$ cat src/rtl/onchip_mem_rr_arbiter_if.sv
// Requester and memory-port bundle for the on-chip memory arbiter.
// The arbiter takes the slave view; requesters and memory take master.
interface onchip_mem_rr_arbiter_if #(
  parameter int ADDR_W = 11,
  parameter int DATA_W = 16,
  parameter int BE_W   = DATA_W / 8
);
  logic              r0_req;
  logic              r0_write;
  logic [ADDR_W-1:0] r0_address;
  logic [DATA_W-1:0] r0_writedata;
  logic [BE_W-1:0]   r0_byteenable;
  logic              r0_ack;
  logic [DATA_W-1:0] r0_readdata;
  logic              r1_req;
  logic              r1_write;
  logic [ADDR_W-1:0] r1_address;
  logic [DATA_W-1:0] r1_writedata;
  logic [BE_W-1:0]   r1_byteenable;
  logic              r1_ack;
  logic [DATA_W-1:0] r1_readdata;
  logic [ADDR_W-1:0] mem_address;
  logic              mem_clken;
  logic              mem_chipselect;
  logic              mem_write;
  logic [DATA_W-1:0] mem_writedata;
  logic [BE_W-1:0]   mem_byteenable;
  logic [DATA_W-1:0] mem_readdata;
  logic              busy;

  modport slave (
    input  r0_req, r0_write, r0_address,
    input  r0_writedata, r0_byteenable,
    output r0_ack, r0_readdata,
    input  r1_req, r1_write, r1_address,
    input  r1_writedata, r1_byteenable,
    output r1_ack, r1_readdata,
    output mem_address, mem_clken,
    output mem_chipselect, mem_write,
    output mem_writedata, mem_byteenable,
    input  mem_readdata,
    output busy
  );

  modport master (
    output r0_req, r0_write, r0_address,
    output r0_writedata, r0_byteenable,
    input  r0_ack, r0_readdata,
    output r1_req, r1_write, r1_address,
    output r1_writedata, r1_byteenable,
    input  r1_ack, r1_readdata,
    input  mem_address, mem_clken,
    input  mem_chipselect, mem_write,
    input  mem_writedata, mem_byteenable,
    output mem_readdata,
    input  busy
  );
endinterface

$ cat src/rtl/onchip_mem_rr_arbiter.sv
// Two-requester round-robin sequencer for the single-port on-chip memory.
// One transaction at a time: IDLE -> ISSUE -> [READ] -> DONE -> IDLE.
module onchip_mem_rr_arbiter #(
  parameter int ADDR_W = 11,
  parameter int DATA_W = 16,
  parameter int BE_W   = DATA_W / 8
) (
  input logic clk_clk,
  input logic reset_reset_n,
  onchip_mem_rr_arbiter_if.slave bus
);

  typedef enum logic [1:0] {
    IDLE,
    ISSUE,
    READ,
    DONE
  } state_t;

  state_t state_q, state_d;

  logic grant_q, grant_d;
  logic last_q, last_d;
  logic wr_q, wr_d;
  logic cs_q, cs_d;
  logic clken_q, clken_d;
  logic mwr_q, mwr_d;
  logic ack0_q, ack0_d;
  logic ack1_q, ack1_d;
  logic busy_q, busy_d;
  logic sel;

  logic [ADDR_W-1:0] addr_q, addr_d;
  logic [DATA_W-1:0] wdata_q, wdata_d;
  logic [BE_W-1:0]   be_q, be_d;
  logic [DATA_W-1:0] rd0_q, rd0_d;
  logic [DATA_W-1:0] rd1_q, rd1_d;

  always_comb begin
    state_d = state_q;
    grant_d = grant_q;
    last_d  = last_q;
    wr_d    = wr_q;
    addr_d  = addr_q;
    wdata_d = wdata_q;
    be_d    = be_q;
    rd0_d   = rd0_q;
    rd1_d   = rd1_q;
    cs_d    = 1'b0;
    clken_d = 1'b0;
    mwr_d   = 1'b0;
    ack0_d  = 1'b0;
    ack1_d  = 1'b0;
    sel     = 1'b0;
    unique case (state_q)
      IDLE: begin
        if (bus.r0_req || bus.r1_req) begin
          // on a tie the requester not served last wins
          sel = (bus.r0_req && bus.r1_req) ?
                ~last_q : bus.r1_req;
          grant_d = sel;
          wr_d    = sel ? bus.r1_write
                        : bus.r0_write;
          addr_d  = sel ? bus.r1_address
                        : bus.r0_address;
          wdata_d = sel ? bus.r1_writedata
                        : bus.r0_writedata;
          be_d    = sel ? bus.r1_byteenable
                        : bus.r0_byteenable;
          cs_d    = 1'b1;
          clken_d = 1'b1;
          mwr_d   = wr_d;
          state_d = ISSUE;
        end
      end
      ISSUE: begin
        if (wr_q) begin
          ack0_d  = ~grant_q;
          ack1_d  = grant_q;
          state_d = DONE;
        end else begin
          clken_d = 1'b1;
          state_d = READ;
        end
      end
      READ: begin
        if (grant_q) rd1_d = bus.mem_readdata;
        else         rd0_d = bus.mem_readdata;
        ack0_d  = ~grant_q;
        ack1_d  = grant_q;
        state_d = DONE;
      end
      DONE: begin
        last_d  = grant_q;
        state_d = IDLE;
      end
    endcase
    busy_d = (state_d != IDLE);
  end

  always_ff @(posedge clk_clk or negedge reset_reset_n) begin
    if (!reset_reset_n) begin
      state_q <= IDLE;
      grant_q <= 1'b0;
      last_q  <= 1'b1;
      wr_q    <= 1'b0;
      addr_q  <= '0;
      wdata_q <= '0;
      be_q    <= '0;
      rd0_q   <= '0;
      rd1_q   <= '0;
      cs_q    <= 1'b0;
      clken_q <= 1'b0;
      mwr_q   <= 1'b0;
      ack0_q  <= 1'b0;
      ack1_q  <= 1'b0;
      busy_q  <= 1'b0;
    end else begin
      state_q <= state_d;
      grant_q <= grant_d;
      last_q  <= last_d;
      wr_q    <= wr_d;
      addr_q  <= addr_d;
      wdata_q <= wdata_d;
      be_q    <= be_d;
      rd0_q   <= rd0_d;
      rd1_q   <= rd1_d;
      cs_q    <= cs_d;
      clken_q <= clken_d;
      mwr_q   <= mwr_d;
      ack0_q  <= ack0_d;
      ack1_q  <= ack1_d;
      busy_q  <= busy_d;
    end
  end

  assign bus.r0_ack         = ack0_q;
  assign bus.r0_readdata    = rd0_q;
  assign bus.r1_ack         = ack1_q;
  assign bus.r1_readdata    = rd1_q;
  assign bus.mem_address    = addr_q;
  assign bus.mem_clken      = clken_q;
  assign bus.mem_chipselect = cs_q;
  assign bus.mem_write      = mwr_q;
  assign bus.mem_writedata  = wdata_q;
  assign bus.mem_byteenable = be_q;
  assign bus.busy           = busy_q;

endmodule

$ cat src/flat_wrapper.sv
// flat-port wrapper written by rule: the top's interface ports become plain ports
module onchip_mem_rr_arbiter_flat 
#(
  parameter int ADDR_W = 11,
  parameter int DATA_W = 16,
  parameter int BE_W   = DATA_W / 8
)
  (clk_clk, reset_reset_n, bus_r0_req, bus_r0_write, bus_r0_address, bus_r0_writedata, bus_r0_byteenable, bus_r0_ack, bus_r0_readdata, bus_r1_req, bus_r1_write, bus_r1_address, bus_r1_writedata, bus_r1_byteenable, bus_r1_ack, bus_r1_readdata, bus_mem_address, bus_mem_clken, bus_mem_chipselect, bus_mem_write, bus_mem_writedata, bus_mem_byteenable, bus_mem_readdata, bus_busy);
  onchip_mem_rr_arbiter_if #(.ADDR_W(ADDR_W), .DATA_W(DATA_W), .BE_W(BE_W)) bus_i ();
  input logic clk_clk;
  input logic reset_reset_n;
  input wire logic [$bits(bus_i.r0_req)-1:0] bus_r0_req;
  input wire logic [$bits(bus_i.r0_write)-1:0] bus_r0_write;
  input wire logic [$bits(bus_i.r0_address)-1:0] bus_r0_address;
  input wire logic [$bits(bus_i.r0_writedata)-1:0] bus_r0_writedata;
  input wire logic [$bits(bus_i.r0_byteenable)-1:0] bus_r0_byteenable;
  output wire logic [$bits(bus_i.r0_ack)-1:0] bus_r0_ack;
  output wire logic [$bits(bus_i.r0_readdata)-1:0] bus_r0_readdata;
  input wire logic [$bits(bus_i.r1_req)-1:0] bus_r1_req;
  input wire logic [$bits(bus_i.r1_write)-1:0] bus_r1_write;
  input wire logic [$bits(bus_i.r1_address)-1:0] bus_r1_address;
  input wire logic [$bits(bus_i.r1_writedata)-1:0] bus_r1_writedata;
  input wire logic [$bits(bus_i.r1_byteenable)-1:0] bus_r1_byteenable;
  output wire logic [$bits(bus_i.r1_ack)-1:0] bus_r1_ack;
  output wire logic [$bits(bus_i.r1_readdata)-1:0] bus_r1_readdata;
  output wire logic [$bits(bus_i.mem_address)-1:0] bus_mem_address;
  output wire logic [$bits(bus_i.mem_clken)-1:0] bus_mem_clken;
  output wire logic [$bits(bus_i.mem_chipselect)-1:0] bus_mem_chipselect;
  output wire logic [$bits(bus_i.mem_write)-1:0] bus_mem_write;
  output wire logic [$bits(bus_i.mem_writedata)-1:0] bus_mem_writedata;
  output wire logic [$bits(bus_i.mem_byteenable)-1:0] bus_mem_byteenable;
  input wire logic [$bits(bus_i.mem_readdata)-1:0] bus_mem_readdata;
  output wire logic [$bits(bus_i.busy)-1:0] bus_busy;
  assign bus_i.r0_req = bus_r0_req;
  assign bus_i.r0_write = bus_r0_write;
  assign bus_i.r0_address = bus_r0_address;
  assign bus_i.r0_writedata = bus_r0_writedata;
  assign bus_i.r0_byteenable = bus_r0_byteenable;
  assign bus_r0_ack = bus_i.r0_ack;
  assign bus_r0_readdata = bus_i.r0_readdata;
  assign bus_i.r1_req = bus_r1_req;
  assign bus_i.r1_write = bus_r1_write;
  assign bus_i.r1_address = bus_r1_address;
  assign bus_i.r1_writedata = bus_r1_writedata;
  assign bus_i.r1_byteenable = bus_r1_byteenable;
  assign bus_r1_ack = bus_i.r1_ack;
  assign bus_r1_readdata = bus_i.r1_readdata;
  assign bus_mem_address = bus_i.mem_address;
  assign bus_mem_clken = bus_i.mem_clken;
  assign bus_mem_chipselect = bus_i.mem_chipselect;
  assign bus_mem_write = bus_i.mem_write;
  assign bus_mem_writedata = bus_i.mem_writedata;
  assign bus_mem_byteenable = bus_i.mem_byteenable;
  assign bus_i.mem_readdata = bus_mem_readdata;
  assign bus_busy = bus_i.busy;
  onchip_mem_rr_arbiter #(.ADDR_W(ADDR_W), .DATA_W(DATA_W), .BE_W(BE_W)) u_core (.clk_clk(clk_clk), .reset_reset_n(reset_reset_n), .bus(bus_i));
endmodule
$ cat config.mk
export PLATFORM = sky130hd
export DESIGN_NAME = onchip_mem_rr_arbiter_flat
export DESIGN_NICKNAME = d
export VERILOG_FILES = /design/src/rtl/onchip_mem_rr_arbiter_if.sv /design/src/rtl/onchip_mem_rr_arbiter.sv /design/src/flat_wrapper.sv
export SDC_FILE = /design/constraint.sdc
export NUM_CORES = 1
export LEC_CHECK = 0
export ABC_AREA = 0
export CAP_MARGIN = 20
export CORE_MARGIN = 8
export CORE_UTILIZATION = 40
export DETAILED_ROUTE_END_ITERATION = 12
export PLACE_DENSITY = 0.88
export SLEW_MARGIN = 20
export SYNTH_ARGS = -nofsm -noshare
export SYNTH_HDL_FRONTEND = slang
export SYNTH_SLANG_ARGS = --single-unit
$ cat constraint.sdc
create_clock -name clk_clk -period 1.87 [get_ports clk_clk]
set_clock_uncertainty 0.05 [all_clocks]
set_input_delay 0.374 -clock clk_clk [delete_from_list [all_inputs] [get_ports clk_clk]]
set_output_delay 0.374 -clock clk_clk [all_outputs]
set_load 0.03 [all_outputs]
# Word-level counts from Yosys, hierarchy flattened
# Index checks and enable logic that the tools add are counted.
# W data, S select, Z words.
classes:
  add_sub_neg: 0
  multipliers: 0
  div: 0
  order_cmp: 0
  n_eq_ne: 3
  n_shift: 0
  n_mux: 18
  bitwise_logic: 2
  reduce_logical: 7
op_table:
  columns: ["operator", "n"]
  rows:
  - ["$mux W16", 1]
  - ["$mux W11", 1]
  - ["$mux W1", 10]
  - ["$pmux W2 S4", 1]
  - ["$pmux W1 S2", 3]
  - ["$reduce_and A2 Y1", 3]
  - ["$eq A2 B2 Y1 const B", 2]
  - ["$mux W2", 2]
  - ["$eq A2 B1 Y1 const B", 1]
  - ["$logic_not A2 Y1", 1]
  - ["$not A1 Y1", 2]
  - ["$reduce_bool A2 Y1", 1]
  - ["$logic_and A1 B1 Y1", 1]
  - ["$logic_or A1 B1 Y1", 1]
word_totals:
  regBits: 72
  latchBits: 0
  ramBits: 0
  romBits: 0
  in_bits: 80
  output_inout_bits: 67
  elab_cells: 45
  mem_count: 0

# Depth between registers and ports, before layout
# Gate-level depths: netlist (run 1).
depth:
  depth_word: 5
  mapped_depth: 7
  depth_no_buf: 6

# Least setup slack after synthesis (run 1)
# No wires, ideal clock.
synth_timing:
  path_type: "reg2reg"
  startpoint: "reg u_core.state_q[0]"
  endpoint: "reg u_core.rd1_q[10] (netlist: u_core.bus.r1_readdata[10])"
  setup_time_ns: 0.128
  t_arrival_ns: 1.350
  path_slack_ns: 0.343
  path_stages_with_launch: 6
  path_buffers: 1
  synth_period_minus_slack_ns: 1.527
  path_cell_list: "dfrtp_1 > inv_1 > ha_1 > nand2_2 > buf_2 > mux2_1"
synth_between:
  elab_chain_cells: 2
synth_rtl:
  columns: ["element", "line", "rtl"]
  rows:
  - ["from (decl)", "onchip_mem_rr_arbiter.sv:20", "state_t state_q, state_d;"]
  - ["from (signal assigned)", "onchip_mem_rr_arbiter.sv:119", "state_q <= state_d;"]
  - ["$eq A2 B2 Y1", "onchip_mem_rr_arbiter.sv:55", "unique case (state_q)"]
  - ["$reduce_and A2 Y1 (no line)", null, null]
  - ["to (signal assigned)", "onchip_mem_rr_arbiter.sv:127", "rd1_q <= rd1_d;"]
  - ["to (decl)", "onchip_mem_rr_arbiter.sv:37", "logic [DATA_W-1:0] rd1_q, rd1_d;"]
# Every way passes these cells.
# A chain may end at the register's enable or synchronous reset.

# Worst setup path after layout (run 1)
layout_timing:
  startpoint: "reg u_core.wdata_q[2] (netlist: u_core.bus.mem_writedata[2])"
  endpoint: "out bus_mem_writedata[2]"
layout_rtl:
  columns: ["element", "line", "rtl"]
  rows:
  - ["from (decl)", "onchip_mem_rr_arbiter.sv:34", "logic [DATA_W-1:0] wdata_q, wdata_d;"]
  - ["from (signal assigned)", "onchip_mem_rr_arbiter.sv:124", "wdata_q <= wdata_d;"]
  - ["to (decl)", "flat_wrapper.sv:30", "output wire logic [$bits(bus_i.mem_writedata)-1:0] bus_mem_writedata;"]
# No word-level cell between the ends.

==> flow_summary.toml, run 1 <==
[floorplanning]
core_um2 = 7250
ios = 147
row_count = 31
die_h_um = 103
start_util = 0.414
dieWidth_um = 103
die-area_um2 = 10500

[detailed_routing]
drc = 0
drt_wl_total_mm = 9.09
routedWlPerCell_um = 17.5
drt_first_iter_violations = 75
vias = 2559
drtAntennaViolNets = 0
firstDrtPassIters = 4
viasPerCell = 4.92

[worst_setup_path]
worst_path_dominant_cell_family = "buffers and inverters"
arrival_ns = 1.40
path_depth = 1
endpoint_kind = "primary output"
worst-setup-path-type = "register to primary output"
slowest_stage = "clkdlybuf4s50_1"
path_buf_inv = 1
slowest_delay_ns = 0.70
path_cells = "clkdlybuf4s50_1"
worst-path-max-fanout = 2
critPathRequiredTime_ns = 1.45
worstRegToRegCells = 4
critPathLaunchType = "register"

[clock_network]
cts.sinks = 72
ctsLongestPathBuffers = 2
numCtsBuffers = 9
ctsHoldBuffers = 0
clk_pin_slew_ns = 0.08
cts_tree = "yes"
cts_max_level = 3
cts_root_buf = "clkbuf_8"
clock_latency_ns = 0.34

[synthesis]
synth_cell_type_count = 26
synthArstFlopShare = 1.00
synth_top_area_frac = 0.591
synth.area.top_cells = "dfrtp_1 59%, a21oi_1 10%, mux2_1 6.0%"
synth.area.mux_share = 0.140
synth_compound_gate_area_share = 0.117
netlist_area_um2 = 3000
synth_top_family_by_area = "multiplexers"
synth_most_common_cell = "dfrtp_1"
synth_common_cells = "71 x dfrtp_1, 60 x a21oi_1, 33 x nor2_1, 30 x nand2_1, 16 x mux2_1"
synth_fp_nets = 349
yosysSeqAreaShare = 0.600
yosysTopAreaCell = "dfrtp_1"
syn_area_per_cell_um2 = 11.4
synth_adder_area_share = 0.0208
synth_ff_type = "dfrtp_1"
ys_warn_count = 0
synth_cells = 264
synth_xor_area_frac = 0
synth-simple-area-share = 0.0912
synth_edf_count = 0
ys_seq_elements = 72

[grt]
grt_remaining_overflow = 0
grt_pass1_wl_mm = 14.5
grt_usage = 0.176
grt_pass1_vias = 2865
antenna_found_initial = 0
grt_max_degree = 43

[timing]
drv_slew = 0
setup_viol = 0
maxSlewHeadroom = 0.647
finalSetupTns_ns = 0
min_period_ns = 1.83
worstMarginPinSlew_ns = 0.530
hold_viol = 0
rsz0062_at_grt = "false"
fmax_mhz = 548
period_share = 0.976

[placed_design]
placed_area_um2 = 4660
dp_cells = 504
post-dp-hpwl_mm = 7.01
portBuffers = 146
gp_congestion = 0.842

[finish]
nNetsFinal = 501
syn_to_final_growth_pct = 60.6
drive_gt1_frac = 0.116
n_antenna_cell = 0
design_area_um2 = 4820
utilization = 0.665
final_cells = 520

[run_status]
outcome = "complete, no violations"

[job]
maxCapViolCount = 0

[pwr]
total_power_mw = 8.95
irDropWorstVdd_uv = 878
power_density_nw_per_um2 = 1860
p_leak_nw = 2.10

[min_path]
hp-class = "input port to async pin"
==> logic make-up (layout without fill, tap and decap cells) <==
group / Yosys count / count (layout)
compound gates: 66 / 66
flops: 72 / 72
fa+ha+maj: 5 / 5
mux: 34 / 34
buf+inv: 18 / 175
simple gates: 69 / 69
==> report_power, final <==
part | total [mW] | switching [mW] | internal [mW]
sequential | 2.81 | 0.460 | 2.35
combinational | 5.08 | 2.79 | 2.29
clock | 1.06 | 0.580 | 0.477
total | 8.95 | 3.83 | 5.12
==> routing by layer <==
layer,global-route usage,part of all wire,vias to the layer above
li1,-,-,1197
met1,0.201,0.41,1223
met2,0.296,0.48,126
met3,0.0655,0.099,13
met4,0.0643,0.013,0
met5,0,0,-
==> final cells by class <==
class	count	area, µm²
Fill cell	544	2430
Sequential cell	72	1800
Timing Repair Buffer	156	1610
Multi-Input combinational cell	174	1110
Clock buffer	10	128
Tap cell	99	124
Clock inverter	6	37.5
Inverter	3	11.3
==> sequential cells by signal (all words and copies together), names as in the netlist, 2 cells and up <==
register                   cells
u_core.bus.r1_readdata        16
u_core.state_q                 2
u_core.bus.mem_byteenable      2
u_core.bus.mem_writedata      16
u_core.bus.r0_readdata        16
u_core.bus.mem_address        11
==> through the flow <==
| stage | hold WS, ns | setup WS, ns |
|---|---|---|
| 2_1_floorplan | 0.0284 | 0.343 |
| 3_3_place_gp | 0.369 | 0.159 |
| 3_5_place_dp | 0.389 | 0.123 |
| 4_1_cts | 0.0263 | 0.0207 |
| 5_1_grt | 0.0450 | 0.0000498 |
| 6_report | 0.0230 | 0.0442 |
==> what timing repair did <==
action                                  CTS  global route
resized for setup                         0             1
buffers inserted                          0             0
endpoints found under the setup margin    0             1
==> path summary, 6_finish.rpt <==
kind	slack (ns)	endpoint	startpoint
worst max-delay path	0.04	bus_mem_writedata[2]	u_core.bus.mem_writedata[2]
worst min-delay path	0.02	u_core.bus.r1_ack	reset_reset_n
worst max register to register	0.23	u_core.bus.r1_readdata[3]	u_core.state_q[0]
worst min register to register	0.44	u_core.bus.r1_readdata[12]	u_core.bus.r1_readdata[12]
max in group asynchronous	1.31	u_core.bus.r0_readdata[8]	reset_reset_n
min in group clk_clk	0.44	u_core.bus.r1_readdata[12]	u_core.bus.r1_readdata[12]
==> layout by cell type, fill, tap and decap left out <==
cell type	count
inv_1	2
o32a_1	1
dfrtp_1	71
mux2_4	10
clkinv_2	4
buf_4	4
nor2_1	33
a21oi_1	60
nand2_2	1
a21boi_2	1
nand2_1	30
clkinv_4	2
buf_2	1
clkdlybuf4s50_1	144
dfstp_2	1
mux2i_1	1
dlymetal6s2s_1	1
a21o_1	1
clkbuf_1	1
a21bo_2	1
clkbuf_8	9
nand2b_1	3
a22o_1	1
buf_12	6
o21ai_2	1
ha_1	5
or2_1	1
and3_1	1
mux2_1	16
inv_2	1
mux2_2	7
(Power assumes the default switching activity.)
==> inputs of run 2 (changes only) <==
--- a/config.mk
+++ b/config.mk
@@ -6,7 +6,7 @@
 export NUM_CORES = 1
 export LEC_CHECK = 0
 export ABC_AREA = 0
-export CAP_MARGIN = 20
+export CAP_MARGIN = 5
 export CORE_MARGIN = 8
 export CORE_UTILIZATION = 40
 export DETAILED_ROUTE_END_ITERATION = 12
==> constraint.sdc (replaced) <==
create_clock -name clk_clk -period 1.76 [get_ports clk_clk]
set_clock_uncertainty 0.05 [all_clocks]
set_input_delay 0.352 -clock clk_clk [delete_from_list [all_inputs] [get_ports clk_clk]]
set_output_delay 0.352 -clock clk_clk [all_outputs]
set_load 0.03 [all_outputs]
==> run 2 against run 1 <==
  * Final cell count did not move
  * Critical path depth rose by 4
  * Worst hold slack got worse by 0.021 ns
  * Sequential power rose by 5%
  * Clock-buffer cell count rose by 1
  * Critical path type is now register to register
==> flow_summary.toml, run 2 (same netlist as run 1, synthesis figures left out) <==
[grt]
grt_pass1_wl_mm = 13.7
grt_remaining_overflow = 0
grt_usage = 0.172
grt_pass1_vias = 2662
antenna_found_initial = 0
grt_max_degree = 43

[worst_setup_path]
slowest_delay_ns = 0.43
worst-setup-path-type = "register to register"
critPathRequiredTime_ns = 1.93
r2r_slack_ns = 0.18
crit-reg2reg-launch = "u_core.state_q[0]"
endpoint_kind = "register"
slowest_stage = "dfrtp_1"
r2r_end = "u_core.bus.r0_readdata[3]"
worstRegToRegCells = 5
arrival_ns = 1.75
critPathLaunchType = "register"
worst-path-max-fanout = 16
path_cells = "inv_1, ha_1, nand2b_1, buf_12, mux2_1"

[finish]
layout.cells.most_common = "clkdlybuf4s50_1"
fillerInstances = 566
drive_gt1_frac = 0.116
nNetsFinal = 501
syn_to_final_growth_pct = 59.9
design_area_um2 = 4800
final_cell_mix = "78 x clkdlybuf4s50_1, 71 x dfrtp_1, 62 x dlygate4sd2_1, 60 x a21oi_1, 33 x nor2_1"
final_cells = 520
n_antenna_cell = 0

[timing]
drv_slew = 0
hold_viol = 0
worstMarginPinSlew_ns = 0.517
rsz0062_at_grt = "false"
setup_viol = 0
min_period_ns = 1.58
fmax_mhz = 631
finalSetupTns_ns = 0
period_share = 0.900
maxSlewHeadroom = 0.655

[min_path]
hp-class = "input port to async pin"

[clock_network]
ctsHoldBuffers = 0
clk_pin_slew_ns = 0.08
clock_latency_ns = 0.33
cts_max_level = 3
numCtsBuffers = 9
cts_tree = "yes"
cts_root_buf = "clkbuf_8"
ctsLongestPathBuffers = 2
cts.sinks = 72

[placed_design]
placed_area_um2 = 4670
post-dp-hpwl_mm = 6.99
portBuffers = 146
dp_cells = 504
gp_congestion = 0.841

[floorplanning]
dieWidth_um = 103
row_count = 31
ios = 147
core_um2 = 7250
die-area_um2 = 10500
die_h_um = 103
start_util = 0.414

[pwr]
p_leak_nw = 2.24
irDropWorstVdd_uv = 745
power_density_nw_per_um2 = 1900

[detailed_routing]
drtAntennaViolNets = 0
firstDrtPassIters = 4
drt_wl_total_mm = 8.94
drt_first_iter_violations = 75
vias = 2533
routedWlPerCell_um = 17.2
viasPerCell = 4.87
drc = 0

[job]
maxCapViolCount = 0

[run_status]
outcome = "complete, no violations"
[run 2: changes by cell type in the layout (fill, tap and decap cells not counted)]
cell,change
bufinv_16,+1
buf_4,-1
clkinv_4,-2
clkinv_2,-3
clkdlybuf4s50_1,-66
buf_12,+1
clkinvlp_4,+3
clkbuf_8,+1
dlygate4sd2_1,+62
dlymetal6s2s_1,+4
[run 2: report_power, final]
part	internal [mW]	total [mW]	switching, mW	leakage [nW]
sequential	2.50	2.94	0.444	0.830
clock	0.691	1.28	0.589	0.0916
combinational	1.94	4.90	2.96	1.32
[run 2: critical path: cells and delay by family, from the launching register on]
family	cells	cell delay, ns
and+or+nand+nor	1	0.13
muxes	1	0.34
buffers and inverters	2	0.27
adders and majority gates	1	0.25
DFF	1	0.43
[run 2: worst max-delay path by stage]
stage / start / to / slack (ns) / cells after the start
2_1_floorplan: u_core.state_q[0] / u_core.bus.r1_readdata[10] / 0.23 / 5
3_3_place_gp: bus_r1_req / u_core.bus.mem_writedata[15] / 0.07 / 5
3_5_place_dp: bus_r1_req / u_core.bus.mem_writedata[15] / 0.02 / 5
4_1_cts: u_core.bus.mem_clken / bus_mem_clken / 0.001 / 1
5_1_grt: u_core.state_q[0] / u_core.bus.r0_readdata[5] / 0.13 / 5
6_report: u_core.state_q[0] / u_core.bus.r0_readdata[3] / 0.18 / 5
[run 2: area by class of cell]
type	instances	area (µm²)	area share
flip-flops and latches	72	1800	0.375
repair buffers	156	1550	0.324
multi-input cells	174	1110	0.232
clock buffers	11	141	0.0294
well taps	99	124	0.0258
clock inverters	5	57.6	0.0120
inverters	3	11.3	0.00234
[run 2: routing by layer]
layer / vias to the layer above / wire (µm) / track usage
met4: 0 / 82 / 0.0666
li1: 1199 / - / -
met1: 1205 / 3690 / 0.196
met2: 121 / 4240 / 0.284
met3: 8 / 926 / 0.0675
met5: - / 0 / 0
[run 2: timing repair]
action                                  CTS  global route
endpoints found under the setup margin   62             5
buffers inserted                          0             0
gates resized for setup                  62             5
[run 2: per-stage QoR]
stage                     utilization  power [mW]  hold slack (ns)  worst slack (ns)
after global routing            0.662        9.68           0.0171             0.127
after floorplan                     -        6.05          0.00641             0.233
final                           0.662        9.12          0.00209             0.176
after detailed placement        0.644        8.49            0.365            0.0218
after CTS                       0.661        9.27          0.00696           0.00134
after global placement          0.644        8.31            0.350            0.0705
==> RTL change, RTL diff (flow settings as in run 1) <==
`rd1_q` no longer has a reset.
--- a/src/rtl/onchip_mem_rr_arbiter.sv
+++ b/src/rtl/onchip_mem_rr_arbiter.sv
@@ -110,3 +110,2 @@
       rd0_q   <= '0;
-      rd1_q   <= '0;
       cs_q    <= 1'b0;
@@ -126,3 +125,2 @@
       rd0_q   <= rd0_d;
-      rd1_q   <= rd1_d;
       cs_q    <= cs_d;
@@ -134,2 +132,6 @@
     end
+  end
+
+  always_ff @(posedge clk_clk) begin
+    rd1_q <= rd1_d;
   end
Function: differs if reset_reset_n is asserted again (counterexample within 4 cycles, from zero or initial values and one cycle with reset_reset_n low); with reset_reset_n held inactive, the same outputs for 10 cycles.
==> RTL change against run 1 <==
Sequential cell count is the same; design area shrank 2.1%; routed wire length shrank 7.4%; register-to-register slack lost 0.03 ns; worst setup slack gained 0.010 ns; synthesized area shrank 4.6%; worst hold slack gained 0.42 ns; power shrank 9.7%; largest cell class unchanged.
==> RTL change: results (changes against run 1) <==
detailed placement HPWL 6620 um (-5.6%); Critical Path Fanout Max 2 (unchanged); Post-CTS Setup Inserts 0 (unchanged); delay-heaviest family, CP buffers and inverters; Fill cells 552 (+1.5%); First DRT Iteration DRCs 79 (+5.3%); # nets final 488 (-2.6%); number of synthesized flops with an enable pin 16 (+16); Post-synth ARST share 77.8% (-22 points); routability cong. 0.777 (-7.7%); fraction of layout cells with a size suffix above 1 9.80% (-1.8 points); Slew HR 62.2% (-2.5 points); via count 2437 (-4.8%); Lkg Pwr 1.97 nW (-6.2%); most instantiated cells after synthesis a21oi_1 (60), dfrtp_1 (55), nor2_1 (33); register area share after synthesis 65.7% (+5.7 points); Global Route Usage Sum 17.3% (-0.37 points); status finished, final reports clean; number of global-route vias before repair 2639 (-7.9%); largest cells by area after synthesis dfrtp_1 (48%), edfxtp_1 (17%), a21oi_1 (10%); Critical Path AT 1.39 ns; Area after DPL 4510 um^2 (-3.2%); first-pass GRT wire length 13700 um (-5.4%); count of cell types in the netlist 26 (unchanged); CTS root buffer clkbuf_8; Hold Crit Class reg -> reg; WL/cell 16.6 um (-5.1%); Max IR drop VDD 0.900 mV (+2.6%); Synthesized Nets 332 (-4.9%); largest net degree at the start of global routing 26 (-40%); initial antenna violation count 0 (unchanged)
RTL change: cell types whose count changed after synthesis, sizes merged:
| cell | delta |
|---|---|
| dfrtp | -16 |
| and2 | +1 |
| nand2 | -1 |
| buf | -1 |
| nand2b | -1 |
| edfxtp | +16 |
| nor2b | +1 |
| mux2 | -16 |
RTL change: through the flow:
step	instances	worst slack, ns	power, mW	hold slack, ns
floorplan	247	0.307	5.03	0.0284
detailed placement	490	0.117	6.95	0.355
global placement	490	0.175	6.81	0.344
finish	507	0.0542	8.08	0.441
CTS	507	0.0209	8.18	0.443
global route	507	0.00761	8.58	0.463
RTL change: repair_timing:
action,4_1_cts,5_1_grt
hold buffers,1,0
gates resized for setup,0,3
endpoints found under the hold margin,21,0
setup endpoints to repair,0,3
RTL change: cells by family (layout without fill, tap and decap cells):
| group | after synthesis | after routing | share of synthesized area, % |
|---|---|---|---|
| mux | 18 | 18 | 7.03 |
| simple gates | 69 | 69 | 9.56 |
| compound gates | 66 | 66 | 12.3 |
| flops | 72 | 72 | 65.7 |
| fa+ha+maj | 5 | 5 | 2.18 |
| buf+inv | 17 | 178 | 3.19 |
RTL change: final timing paths:
| check | startpoint | endpoint | slack [ns] | cells after the start |
|---|---|---|---|---|
| setup / recovery | u_core.bus.r0_readdata[6]$_DFFE_PN0P_ | bus_r0_readdata[6] | 0.05 | 1 |
| hold / removal | u_core.bus.r0_readdata[0]$_DFFE_PN0P_ | u_core.bus.r0_readdata[0]$_DFFE_PN0P_ | 0.44 | 1 |
| setup reg to reg | u_core.state_q[0]$_DFF_PN0_ | u_core.bus.r0_readdata[14]$_DFFE_PN0P_ | 0.20 | 5 |
| hold reg to reg | u_core.bus.r0_readdata[0]$_DFFE_PN0P_ | u_core.bus.r0_readdata[0]$_DFFE_PN0P_ | 0.44 | 1 |
| max in group asynchronous | reset_reset_n | u_core.bus.mem_writedata[5]$_DFFE_PN0P_ | 0.70 | 3 |
| min in group asynchronous | reset_reset_n | u_core.bus.busy$_DFF_PN0_ | 0.51 | 2 |
RTL change: report_power, final:
group / leakage (nW) / switching, mW / internal [mW]
logic: 1.08 / 2.39 / 1.83
registers: 0.792 / 0.344 / 2.30
clock network: 0.0993 / 0.561 / 0.651
total: 1.97 / 3.30 / 4.78
RTL change: routing by layer:
metal,part of all wire (%),track usage (%)
met1,41,20.2
met2,47,28.1
met3,11,6.63
met4,1.6,6.28
met5,0,0
RTL change: layout make-up:
type	instances	area, um^2	share of cell area, %
Clock buffer	11	141	2.99
Inverter	3	11.3	0.238
Timing Repair Buffer	159	1610	34.2
Tap cell	99	124	2.62
Clock inverter	5	56.3	1.19
Sequential cell	72	1880	39.9
Multi-Input combinational cell	158	895	18.9
